`config.mk`:
```
export PLATFORM = sky130hd
export DESIGN_NAME = data_read_axi_read
export DESIGN_NICKNAME = d
export VERILOG_FILES = /design/src/rtl/data_read_axi_read.sv
export SDC_FILE = /design/constraint.sdc
export NUM_CORES = 1
export LEC_CHECK = 0
export CORE_UTILIZATION = 35
export CTS_BUF_LIST = sky130_fd_sc_hd__clkbuf_8
export CTS_CLUSTER_SIZE = 10
export DETAILED_ROUTE_END_ITERATION = 10
export PLACE_DENSITY = 0.66
export SKIP_CTS_REPAIR_TIMING = 1
export SYNTH_ARGS = -nofsm -noshare
export SYNTH_HDL_FRONTEND = slang
export SYNTH_SLANG_ARGS = --single-unit
```
`constraint.sdc`:
```
create_clock -name S_AXI_ACLK -period 3.6 [get_ports S_AXI_ACLK]
set_input_delay 0.36 -clock S_AXI_ACLK [delete_from_list [all_inputs] [get_ports S_AXI_ACLK]]
set_output_delay 0.36 -clock S_AXI_ACLK [all_outputs]
set_load 0.02 [all_outputs]
```
`src/rtl/data_read_axi_read.sv`:
```
// AXI4-Lite read slave for the acquisition block.
// Serves four registers: CR (reads as zero), SR (busy / sticky done / FIFO empty),
// DR (pops one word from the capture FIFO) and CNT (count of words popped since
// the last start). One transaction at a time, fixed four-state handshake.
module data_read_axi_read #(
    parameter int CNT_WIDTH = 32
) (
    input  logic        S_AXI_ACLK,
    input  logic        S_AXI_ARESETN,
    input  logic [31:0] S_AXI_ARADDR,
    input  logic        S_AXI_ARVALID,
    output logic        S_AXI_ARREADY,
    output logic [31:0] S_AXI_RDATA,
    output logic [1:0]  S_AXI_RRESP,
    output logic        S_AXI_RVALID,
    input  logic        S_AXI_RREADY,
    input  logic        sr_busy,
    input  logic        sr_done,
    input  logic        cr_start,
    input  logic [31:0] fifo_dout,
    input  logic        fifo_empty,
    output logic        fifo_rd_en
);

    typedef enum logic [1:0] {
        ST_IDLE  = 2'd0,
        ST_ADDR  = 2'd1,
        ST_FETCH = 2'd2,
        ST_RESP  = 2'd3
    } state_t;

    localparam logic [1:0] SEL_CR  = 2'd0;
    localparam logic [1:0] SEL_SR  = 2'd1;
    localparam logic [1:0] SEL_DR  = 2'd2;
    localparam logic [1:0] SEL_CNT = 2'd3;

    localparam logic [1:0] RESP_OKAY   = 2'b00;
    localparam logic [1:0] RESP_SLVERR = 2'b10;

    localparam logic [CNT_WIDTH-1:0] CNT_ONE = CNT_WIDTH'(1);

    state_t                 state_q, state_d;
    logic [1:0]             sel_q, sel_d;
    logic                   pop_q, pop_d;
    logic [31:0]            rdata_q, rdata_d;
    logic [1:0]             rresp_q, rresp_d;
    logic                   done_q, done_d;
    logic [CNT_WIDTH-1:0]   cnt_q, cnt_d;

    logic                   arready;
    logic                   rvalid;
    logic                   rd_en;
    logic [31:0]            cnt_ext;
    logic [31:0]            sr_word;

    // Only ARADDR[3:2] selects a register; the rest of the address is don't-care.
    logic unused_araddr;
    assign unused_araddr = ^{S_AXI_ARADDR[31:4], S_AXI_ARADDR[1:0]};

    // Zero-extend the counter to the 32-bit data bus, bit by bit.
    for (genvar gi = 0; gi < 32; gi++) begin : g_cnt_ext
        if (gi < CNT_WIDTH) begin : g_bit
            assign cnt_ext[gi] = cnt_q[gi];
        end else begin : g_zero
            assign cnt_ext[gi] = 1'b0;
        end
    end

    assign sr_word = {29'd0, fifo_empty, done_q, sr_busy};

    // Next-state and handshake outputs of the read FSM.
    always_comb begin
        state_d = state_q;
        sel_d   = sel_q;
        pop_d   = pop_q;
        rdata_d = rdata_q;
        rresp_d = rresp_q;
        arready = 1'b0;
        rvalid  = 1'b0;
        rd_en   = 1'b0;
        case (state_q)
            ST_IDLE: begin
                if (S_AXI_ARVALID) begin
                    state_d = ST_ADDR;
                end
            end
            ST_ADDR: begin
                // Address handshake completes here; a DR read pops only if
                // there is something to pop, and remembers whether it did.
                arready = 1'b1;
                sel_d   = S_AXI_ARADDR[3:2];
                rd_en   = (S_AXI_ARADDR[3:2] == SEL_DR) && !fifo_empty;
                pop_d   = rd_en;
                state_d = ST_FETCH;
            end
            ST_FETCH: begin
                // fifo_dout is valid now, one cycle after the pop.
                rresp_d = RESP_OKAY;
                case (sel_q)
                    SEL_CR:  rdata_d = 32'd0;
                    SEL_SR:  rdata_d = sr_word;
                    SEL_DR: begin
                        if (pop_q) begin
                            rdata_d = fifo_dout;
                        end else begin
                            rdata_d = 32'd0;
                            rresp_d = RESP_SLVERR;
                        end
                    end
                    SEL_CNT: rdata_d = cnt_ext;
                    default: rdata_d = 32'd0;
                endcase
                state_d = ST_RESP;
            end
            ST_RESP: begin
                rvalid = 1'b1;
                if (S_AXI_RREADY) begin
                    state_d = ST_IDLE;
                end
            end
            default: state_d = ST_IDLE;
        endcase
    end

    // Sticky done flag and pop counter; a new done pulse beats a clearing read,
    // and a start coinciding with a pop leaves that pop counted.
    always_comb begin
        done_d = done_q;
        if (rvalid && S_AXI_RREADY && (sel_q == SEL_SR) && rdata_q[1]) begin
            done_d = 1'b0;
        end
        if (sr_done) begin
            done_d = 1'b1;
        end

        cnt_d = cnt_q;
        if (cr_start) begin
            cnt_d = rd_en ? CNT_ONE : '0;
        end else if (rd_en) begin
            cnt_d = cnt_q + CNT_ONE;
        end
    end

    // State registers with asynchronous active-low reset.
    always_ff @(posedge S_AXI_ACLK or negedge S_AXI_ARESETN) begin
        if (!S_AXI_ARESETN) begin
            state_q <= ST_IDLE;
            sel_q   <= 2'd0;
            pop_q   <= 1'b0;
            rdata_q <= 32'd0;
            rresp_q <= 2'b00;
            done_q  <= 1'b0;
            cnt_q   <= '0;
        end else begin
            state_q <= state_d;
            sel_q   <= sel_d;
            pop_q   <= pop_d;
            rdata_q <= rdata_d;
            rresp_q <= rresp_d;
            done_q  <= done_d;
            cnt_q   <= cnt_d;
        end
    end

    assign S_AXI_ARREADY = arready;
    assign S_AXI_RVALID  = rvalid;
    assign S_AXI_RDATA   = rdata_q;
    assign S_AXI_RRESP   = rresp_q;
    assign fifo_rd_en    = rd_en;

endmodule

```
Word-level counts from Yosys, hierarchy flattened
Index checks and enable logic that the tools add are counted.
{"block": "totals", "ram_bits": 0, "latch_bits": 0, "output_inout_bits": 37, "reg_bits": 72, "rom_bits": 0, "wordCells": 42, "n_memories": 0}
{"block": "op_classes", "n_lt_le_gt_ge": 0, "n_addsub": 1, "muxes": 15, "multipliers": 0, "reduce_logical": 10, "n_eq_ne": 9, "shifts": 0, "n_bitwise": 0, "n_div": 0}
{"cell": "case mux 32 bit (4 select lines)", "count": 1}
{"cell": "2-to-1 mux 32 bit", "count": 3}
{"cell": "adder 32 x 1 -> 32 bit (second input constant)", "count": 1}
{"cell": "== test 2 bit (second input constant)", "count": 5}
{"cell": "2-to-1 mux 2 bit", "count": 4}
{"cell": "case mux 2 bit (4 select lines)", "count": 1}
{"cell": "2-to-1 mux 1 bit", "count": 6}
{"cell": "== test 2 x 1 -> 1 bit (second input constant)", "count": 2}
{"cell": "logical AND 1 bit", "count": 4}
{"cell": "zero test 2 bit", "count": 2}
{"cell": "inequality test 2 bit (second input constant)", "count": 2}
{"cell": "nonzero test 2 bit", "count": 2}
{"cell": "AND reduction 2 bit", "count": 1}
{"cell": "zero test 1 bit", "count": 1}

Logic depth before layout (Yosys ltp)
{"block": "logic_depth", "depth_word": 7, "depth_mapped": 8, "ltp_nobuf": 7}

Worst setup path after synthesis
Ideal clock, no wire load.
{"block": "synth_timing", "kind": "reg2reg", "startpoint": "register state_q[1]", "endpoint": "register cnt_q[25] (netlist: cnt_ext[25])", "stages_incl_launch_ff": 8, "setup_slack_ps": 1262, "arrival_ps": 2260, "path_buffers": 1, "setup_ps": 78, "cell_sequence": "dfrtp_1 -> inv_1 -> ha_1 -> nand4bb_2 -> or4_1 -> buf_2 -> or4_1 -> a21oi_1"}
{"block": "synth_between", "elab_chain_len": 3}
{"element": "start: declaration", "line_no": "42", "rtl": "state_t state_q, state_d;"}
{"element": "start signal: assignment", "line_no": "155", "rtl": "state_q <= state_d;"}
{"element": "== test 2 x 1 -> 1 bit", "line_no": "81", "rtl": "case (state_q)"}
{"element": "2-to-1 mux 1 bit", "line_no": "81"}
{"element": "nonzero test 2 bit (no line)"}
{"element": "end signal: assignment", "line_no": "161", "rtl": "cnt_q <= cnt_d;"}
{"element": "end: declaration", "line_no": "48", "rtl": "logic [CNT_WIDTH-1:0] cnt_q, cnt_d;"}
Every way passes these cells.
A chain may end at the register's enable or synchronous reset.

Worst setup path after layout
{"block": "layout_timing", "startpoint": "register state_q[1]", "endpoint": "output fifo_rd_en"}
{"block": "layout_between", "elab_chain_len": 2}
{"element": "== test 2 x 1 -> 1 bit", "line_no": "81"}
{"element": "2-to-1 mux 1 bit", "line_no": "81"}
{"element": "end: declaration", "line_no": "22", "rtl": "output logic fifo_rd_en"}
Every way passes these cells.

==> results.toml <==
[status]
outcome = "finished, final reports clean"

[layout]
nets = 518
fillers = 978
layout_commonest_cell = "clkdlybuf4s50_1"
layout_common_cells = "76 x clkdlybuf4s50_1, 71 x dfrtp_1, 52 x a21oi_1"
final_core_util_pct = 47.6
seq_area_um2 = 1780
drive_above_1_share_pct = 7.40
area_growth_pct = 31.2
instances_no_fill = 579
multi_input_area_um2 = 1640
diodes = 0

[synthesis]
synth_nets = 451
syn_inst = 374
synth_top_family_by_area = "compound AO/OA/AOI/OAI gates"
yosysUniqueCellTypes = 39
synth_xor_area_share_pct = 2.21
yosys_warnings = 0
avgSynthCellArea_um2 = 9.52
ys_async_sr_fraction_pct = 100
synth_fa_ha_area_share_pct = 1.76
ys_ff_latch = 71
synth_area_um2 = 3560
synth_flop_cell = "dfrtp_1"
ys_seq_area_share_pct = 49.9
synth_mux_area_share_pct = 0.948
yosys.area_share.simple_pct = 20.3
synth-compound-area-share_pct = 20.5
synth_edf_count = 0

[timing]
maxSlewHeadroom_pct = 23.4
tightestPinTransition_ns = 1.15
drv_slew = 0
setup_viol = 0
hold_slack_ns = 0.248
finClkSkew_ns = 0.0104
fin_setup_tns_ns = 0
timing.fmax_mhz = 379
min_period_ns = 2.64
rsz0062_at_grt = "false"
min_period_over_period_pct = 73.4
final-hold-violation-count = 0

[global_route]
grt_first_pass_wirelength_um = 15000
grt_pass1_vias = 3033
overflow = 0
grt_use_total_pct = 18.3
antenna_found_initial = 0
grt_max_degree = 51

[drt]
vias_per_cell = 5.47
vias = 3166
drc = 0
ant_nets = 0
first_pass_iters = 5
drtIter0Drc = 200
wl_um = 9110
routedWlPerCell_um = 15.7

[floorplan]
coreArea_um2 = 9820
rows = 36
die_h_um = 103
dieArea_um2 = 10600
die_w_um = 103
initial_core_util_pct = 36.3
ios = 109

[placed_design]
post-dp-hpwl_um = 6330
gp_congestion = 0.814
portBuffers = 77
dpl.cell_count = 563

[clocking]
cts_max_path_buffers = 2
clk_pin_slew_worst_paths_ns = 0.08
cts_root_buffer = "clkbuf_8"
insertion_delay_ns = 0.34
cts_num_sinks = 71
htreeDepth = 3
numCtsBuffers = 9
cts_tree = "done"

[critical_path]
rrSetupSlack_ns = 0.99
r2r_start = "state_q[1]"
arrival_ns = 2.28
required_ns = 3.24
end_kind = "output port"
r2r_end = "cnt_ext[24]"
cp-startpoint = "state_q[1]"
ff2ff_path_depth = 7
start_kind = "flop"
setup.worst_path.class = "reg -> out"
cp_max_fo = 15

[power]
powerDensity_nw_per_um2 = 684
peakVddDrop_mv = 0.219
leakage_nw = 1.76
power_mw = 3.19

[job]
maxCapViolations = 0

[min_path]
hp-class = "in -> async"
==> critical path: stages (launching register included) <==
cell             delay, ns
dfrtp_1               0.41
inv_1                 0.10
ha_1                  0.29
nand4bb_2             0.17
buf_4                 0.21
inv_1                 0.14
clkdlybuf4s50_1       0.62
==> cells in the mapped netlist, types with 6 or more instances <==
cell type  count  area (µm²)
dfrtp_1       71        1780
a21oi_1       52         260
nor2_1        36         135
a22oi_1       32         240
clkbuf_1      21        78.8
or4_1         19         143
nand2_1       17        63.8
o31ai_1       14         105
nand4_1       13        81.3
inv_1         11        41.3
nand3_1        9        45.0
o21ai_0        8        40.0
or3_1          7        43.8
and3_1         6        37.5
==> kinds of logic (layout without fill, tap and decap cells) <==
kind of cell,Yosys count,after routing
and+or+nand+nor,130,130
buffers and inverters,38,110
muxes,3,3
xor gates and xnor gates,9,9
adders and majority gates,5,5
AOI/OAI and AO/OA,117,117
DFF,71,71
other,1,1
==> flip-flops by register name (all words and copies together), names as in the netlist <==
| signal | flops |
|---|---|
| sel_q | 2 |
| state_q | 2 |
| pop_q | 1 |
| S_AXI_RRESP | 1 |
| S_AXI_RDATA | 32 |
| cnt_ext | 32 |
| done_q | 1 |
==> metrics by stage <==
stage,cell area (µm²),worst slack [ns]
2_1_floorplan,3560,1.26
5_1_grt,4670,0.796
3_3_place_gp,4440,0.930
6_report,4670,0.958
4_1_cts,4670,0.919
3_5_place_dp,4440,0.882
==> metal layers <==
layer / GRT usage [%] / vias to the layer above / routed length [µm]
li1: - / 1536 / -
met1: 25.0 / 1552 / 4200
met2: 29.2 / 72 / 4380
met3: 3.59 / 6 / 446
met4: 5.85 / 0 / 85
met5: 0 / - / 0
==> power breakdown <==
group	switching [mW]	total (mW)	internal [mW]
sequential	0.139	1.15	1.01
combinational	0.700	1.28	0.580
clock	0.306	0.763	0.457
total	1.15	3.19	2.05
==> area by class of cell <==
type / count / area share [%]
Clock buffer: 9 / 2.65
Multi-Input combinational cell: 265 / 35.1
Sequential cell: 71 / 38.0
Inverter: 11 / 0.884
Clock inverter: 7 / 2.41
Tap cell: 133 / 3.56
Timing Repair Buffer: 83 / 17.4
==> worst max-delay path by stage <==
stage | to | slack (ns) | cells after the start
after detailed placement | cnt_ext[19] | 0.88 | 5
after CTS | fifo_rd_en | 0.92 | 6
after global routing | fifo_rd_en | 0.80 | 6
after global placement | cnt_ext[19] | 0.93 | 5
final | fifo_rd_en | 0.96 | 6
after floorplan | cnt_ext[25] | 1.26 | 7
Power figures use the tool's default switching activity.
==> patch 1 (config.mk and constraints unchanged) <==
Encoding of `state_t`: now one-hot (4 bits for 4 states).
--- a/src/rtl/data_read_axi_read.sv
+++ b/src/rtl/data_read_axi_read.sv
@@ -22,11 +22,11 @@
     output logic        fifo_rd_en
 );
 
-    typedef enum logic [1:0] {
-        ST_IDLE  = 2'd0,
-        ST_ADDR  = 2'd1,
-        ST_FETCH = 2'd2,
-        ST_RESP  = 2'd3
+    typedef enum logic [3:0] {
+        ST_IDLE  = 4'b0001,
+        ST_ADDR  = 4'b0010,
+        ST_FETCH = 4'b0100,
+        ST_RESP  = 4'b1000
     } state_t;
 
     localparam logic [1:0] SEL_CR  = 2'd0;
Check against the original RTL: same outputs for any inputs over 10 cycles, from zero or initial values and one cycle with S_AXI_ARESETN low; not proved beyond that.
==> patch 1 against the unedited design <==
Sequential cell count rose by 2. Final cell count fell by 0.17%. Setup slack got worse by 0.013 ns. Area after synthesis rose by 0.46%. Hold slack got worse by 0.10 ns. Power fell by 11%. Final area fell by 0.46%. Wire length fell by 3.5%. Critical path type is now input pin to primary output.
==> patch 1: results <==
export IMPL_status="complete, no violations"
export IMPL_clock_skew_ns=0.00843
export IMPL_wl_met2_um=4070
export IMPL_synth_common_cells="72 x dfrtp_1, 69 x nor2_1, 30 x a221oi_1, 26 x a21oi_1, 22 x clkbuf_1"
export IMPL_p_leak_nw=1.87
export IMPL_cts_buffers=9
export IMPL_top_layer="met4"
export IMPL_via_per_inst=5.38
export IMPL_synth_nets=444
export IMPL_yosysSeqAreaShare_pct=51.1
export IMPL_drt_pre_antenna_iters=4
export IMPL_grt_start_max_net_pins=42
export IMPL_wire_per_inst_um=15.2
export IMPL_syn_avg_cell_area_um2=9.65
export IMPL_antenna_found_initial=0
export IMPL_synthArstFlopShare_pct=100
export IMPL_grt_usage_pct=18.2
export IMPL_synth_cell_types=40
export IMPL_placed_area_mm2=0.00446
export IMPL_drive_gt1_share_pct=7.19
export IMPL_cts_htree_levels=3
export IMPL_drt_iter0_drc=121
export IMPL_path_clk_slew_ns=0.08
export IMPL_yosys_warnings=0
export IMPL_final_nets=513
export IMPL_cts_root_buffer="clkbuf_8"
export IMPL_insertedDiodeCount=0
export IMPL_path_max_fanout=8
export IMPL_ff2ff_setup_slack_ns=1.21
export IMPL_grt_pass1_wl_um=14800
export IMPL_fin_setup_tns_ns=0
export IMPL_first_global_vias=3088
export IMPL_cp_arrival_ns=2.29
export IMPL_drt_met1_wl_um=4170
export IMPL_dp_cells=562
export IMPL_worst_pin_slew_ns=1.12
export IMPL_cts_buffer_depth=2
export IMPL_clk_latency_ns=0.35
export IMPL_place_port_buffers=77
export IMPL_fill_cells=984
export IMPL_hold_path_class="input pin to async pin"
export IMPL_synthTopCellsByArea="dfrtp_1 50%, a221oi_1 7.3%, nor2_1 7.2%, a21oi_1 3.6%, o31ai_1 3.4%"
export IMPL_gp_congestion=0.801
export IMPL_dp_hpwl_um=6130
export IMPL_stdcell_count=578
export IMPL_peakVddDrop_mv=0.346
export IMPL_wl_met3_um=463
-- patch 1: cell count changes after synthesis, moves of 3 or more --
cell,unedited run,this run
nor2_1,36,69
ha_1,5,1
o21ai_0,8,12
and2_1,1,6
xnor2_1,5,1
nor3_1,5,0
a221oi_1,0,30
and4_1,0,5
o22ai_1,4,0
a22oi_1,32,2
or4_1,19,16
inv_1,11,7
a21oi_1,52,26
-- patch 1: path summary, 6_finish.rpt --
kind	start	end	depth (start not counted)
worst max-delay path	fifo_empty	fifo_rd_en	5
worst min-delay path	S_AXI_ARESETN	sel_q[1]	1
worst max register to register	cnt_ext[4]	cnt_ext[31]	4
worst min register to register	done_q	done_q	1
max in group asynchronous	S_AXI_ARESETN	state_q[0]	2
min in group S_AXI_ACLK	done_q	done_q	1
-- patch 1: cell families (layout without fill, tap and decap cells) --
kind of cell             after synthesis  in the layout  share of synthesized area, %
AND/OR/NAND/NOR                      162            162                          24.4
XOR/XNOR                               5              5                          1.22
AO/OA/AOI/OAI                         94             94                          18.4
multiplexers                           3              3                         0.944
buffers and inverters                 32            106                          3.53
flip-flops                            73             73                          51.1
other                                  1              1                         0.105
adder cells (fa/ha/maj)                1              1                         0.350
-- patch 1: final cells by class --
type | instances | area [µm²] | share of cell area [%]
Clock buffer | 9 | 124 | 2.66
Timing Repair Buffer | 83 | 811 | 17.4
Sequential cell | 73 | 1830 | 39.3
Tap cell | 133 | 166 | 3.58
Multi-Input combinational cell | 266 | 1620 | 34.9
Inverter | 7 | 26.3 | 0.565
Clock inverter | 7 | 71.3 | 1.53
-- patch 1: critical path, cell delays in order --
cell             delay [ns]
clkdlybuf4s50_1        0.48
nor3b_2                0.51
nand2_1                0.23
inv_1                  0.10
clkdlybuf4s50_1        0.60
-- patch 1: metal layers --
metal | global-route usage [%] | up-vias
met5 | 0 | -
met4 | 5.31 | 0
met3 | 4.54 | 9
met2 | 29.9 | 89
met1 | 23.7 | 1493
li1 | - | 1519
-- patch 1: stage by stage --
stage	power, mW	hold slack, ns	setup slack [ns]
finish	2.85	0.145	0.945
global route	3.03	0.214	0.806
CTS	2.88	0.163	0.961
detailed placement	2.23	0.479	0.868
global placement	2.20	0.464	0.932
floorplan	1.72	0.0644	1.59
-- patch 1: report_power, final --
part | switching [mW] | internal (mW) | total, mW
sequential | 0.155 | 1.02 | 1.18
clock | 0.325 | 0.320 | 0.644
combinational | 0.534 | 0.489 | 1.02
==> patch 2 (same flow settings) <==
Without the edit above. Set the parameter `CNT_WIDTH` to 28 (it was 32).
--- a/src/rtl/data_read_axi_read.sv
+++ b/src/rtl/data_read_axi_read.sv
@@ -3,7 +3,7 @@
 // DR (pops one word from the capture FIFO) and CNT (count of words popped since
 // the last start). One transaction at a time, fixed four-state handshake.
 module data_read_axi_read #(
-    parameter int CNT_WIDTH = 32
+    parameter int CNT_WIDTH = 28
 ) (
     input  logic        S_AXI_ACLK,
     input  logic        S_AXI_ARESETN,
Formal check against the unedited RTL: same outputs for any inputs over 10 cycles, from zero or initial values and one cycle with S_AXI_ARESETN low; that may be too few to reach the edited logic, so the function may still have changed.
==> patch 2 against the unedited design <==
The run now ends with design-rule violations left. Area after synthesis shrank 9.1%. Critical endpoint unchanged. Sequential cell count shrank 4. Sequential power shrank 17%. First-iteration DRC count shrank 15%. Critical path type unchanged. Setup slack gained 0.024 ns. Largest cell class unchanged. Final area shrank 8.6%. Power shrank 31%. Highest routed layer unchanged. Wire length shrank 13%. Global-route usage shrank 1.2 points. Die area shrank 9.0%.
==> patch 2: results <==
export IMPL_path_max_fanout=17
export IMPL_grt_usage_pct=17.0
export IMPL_grt_use_met1_pct=22.9
export IMPL_cts_buffers=9
export IMPL_grt_pass1_wl_um=13100
export IMPL_yosysSeqAreaShare_pct=51.8
export IMPL_gp_congestion=0.747
export IMPL_drt_total_wl_um=7890
export IMPL_placed_area_mm2=0.00409
export IMPL_status="complete, but fails checks"
export IMPL_wl_met3_um=383
export IMPL_worst_pin_slew_ns=0.931
export IMPL_dp_cells=507
export IMPL_wl_met2_um=3720
export IMPL_clock_skew_ns=0.0121
export IMPL_synthTopCellsByArea="dfrtp_1 52%, a22oi_1 6.5%, o21ai_0 5.9%, inv_1 4.3%, a21oi_1 3.2%"
export IMPL_drt_iter0_drc=170
export IMPL_dp_hpwl_um=5350
export IMPL_violations="design-rule violations"
export IMPL_grt_start_max_net_pins=53
export IMPL_synth_common_cells="67 x dfrtp_1, 38 x o21ai_0, 37 x inv_1, 28 x a22oi_1, 21 x a21oi_1"
export IMPL_stdcell_count=524
export IMPL_cp_arrival_ns=2.26
export IMPL_use_met3_pct=4.44
export IMPL_peakVddDrop_mv=0.215
export IMPL_powerSeq_mw=0.951
export IMPL_dpl_worst_slack_ns=1.14
export IMPL_switching_share_pct=34.8
export IMPL_comb_power_mw=0.692
export IMPL_first_global_vias=2650
export IMPL_cts_htree_levels=3
export IMPL_pwr_density_cell_mw_per_mm2=513
export IMPL_drive_gt1_share_pct=6.01
export IMPL_final_nets=488
export IMPL_synthCells=338
export IMPL_drc_errors=6
export IMPL_via_per_inst=5.19
export IMPL_path_clk_slew_ns=0.08
-- patch 2: cell types whose count changed in the layout (fill, tap and decap cells not counted), moves of 3 or more --
cell	delta
and4_1	+3
a21oi_1	-31
nand3_1	-4
or4_1	-11
and3_1	-5
xnor2_1	+5
bufinv_16	-3
o21ai_0	+30
xor2_1	-3
inv_1	+27
a22oi_1	-4
o31ai_1	-9
dfrtp_1	-4
nor2_1	-20
-- patch 2: kinds of logic (layout without fill, tap and decap cells) --
logic type / Yosys count / in the layout / share of synthesized area, %
XOR/XNOR: 11 / 11 / 2.98
buffers and inverters: 58 / 136 / 6.88
AO/OA/AOI/OAI: 102 / 102 / 19.3
flip-flops: 67 / 67 / 51.8
adder cells (fa/ha/maj): 5 / 5 / 1.93
AND/OR/NAND/NOR: 91 / 91 / 15.9
other: 1 / 1 / 0.116
multiplexers: 3 / 3 / 1.04
-- patch 2: critical path: cells and delay by family (launching register included) --
family                     cells  cell delay (ns)
DFF                            1             0.40
buffers and inverters          4             1.08
adders and majority gates      1             0.26
and+or+nand+nor                1             0.17
-- patch 2: worst paths after layout --
check                                    from              end  slack (ns)  cells after the start
worst max-delay path               state_q[1]       fifo_rd_en        0.98                      6
worst min-delay path            S_AXI_ARESETN  S_AXI_RDATA[28]        0.46                      2
worst max register to register     state_q[1]        cnt_q[15]        1.24                      7
worst min register to register         done_q           done_q        0.49                      1
max in group asynchronous       S_AXI_ARESETN  S_AXI_RDATA[13]        2.13                      3
min in group S_AXI_ACLK                done_q           done_q        0.49                      1
-- patch 2: final cells by class --
type                    count  area (µm²)
well taps                 108         135
multi-input cells         213        1340
clock buffers               9         124
repair buffers             83         813
clock inverters             7        46.3
inverters                  37         139
fillers                   826        4580
flip-flops and latches     67        1680
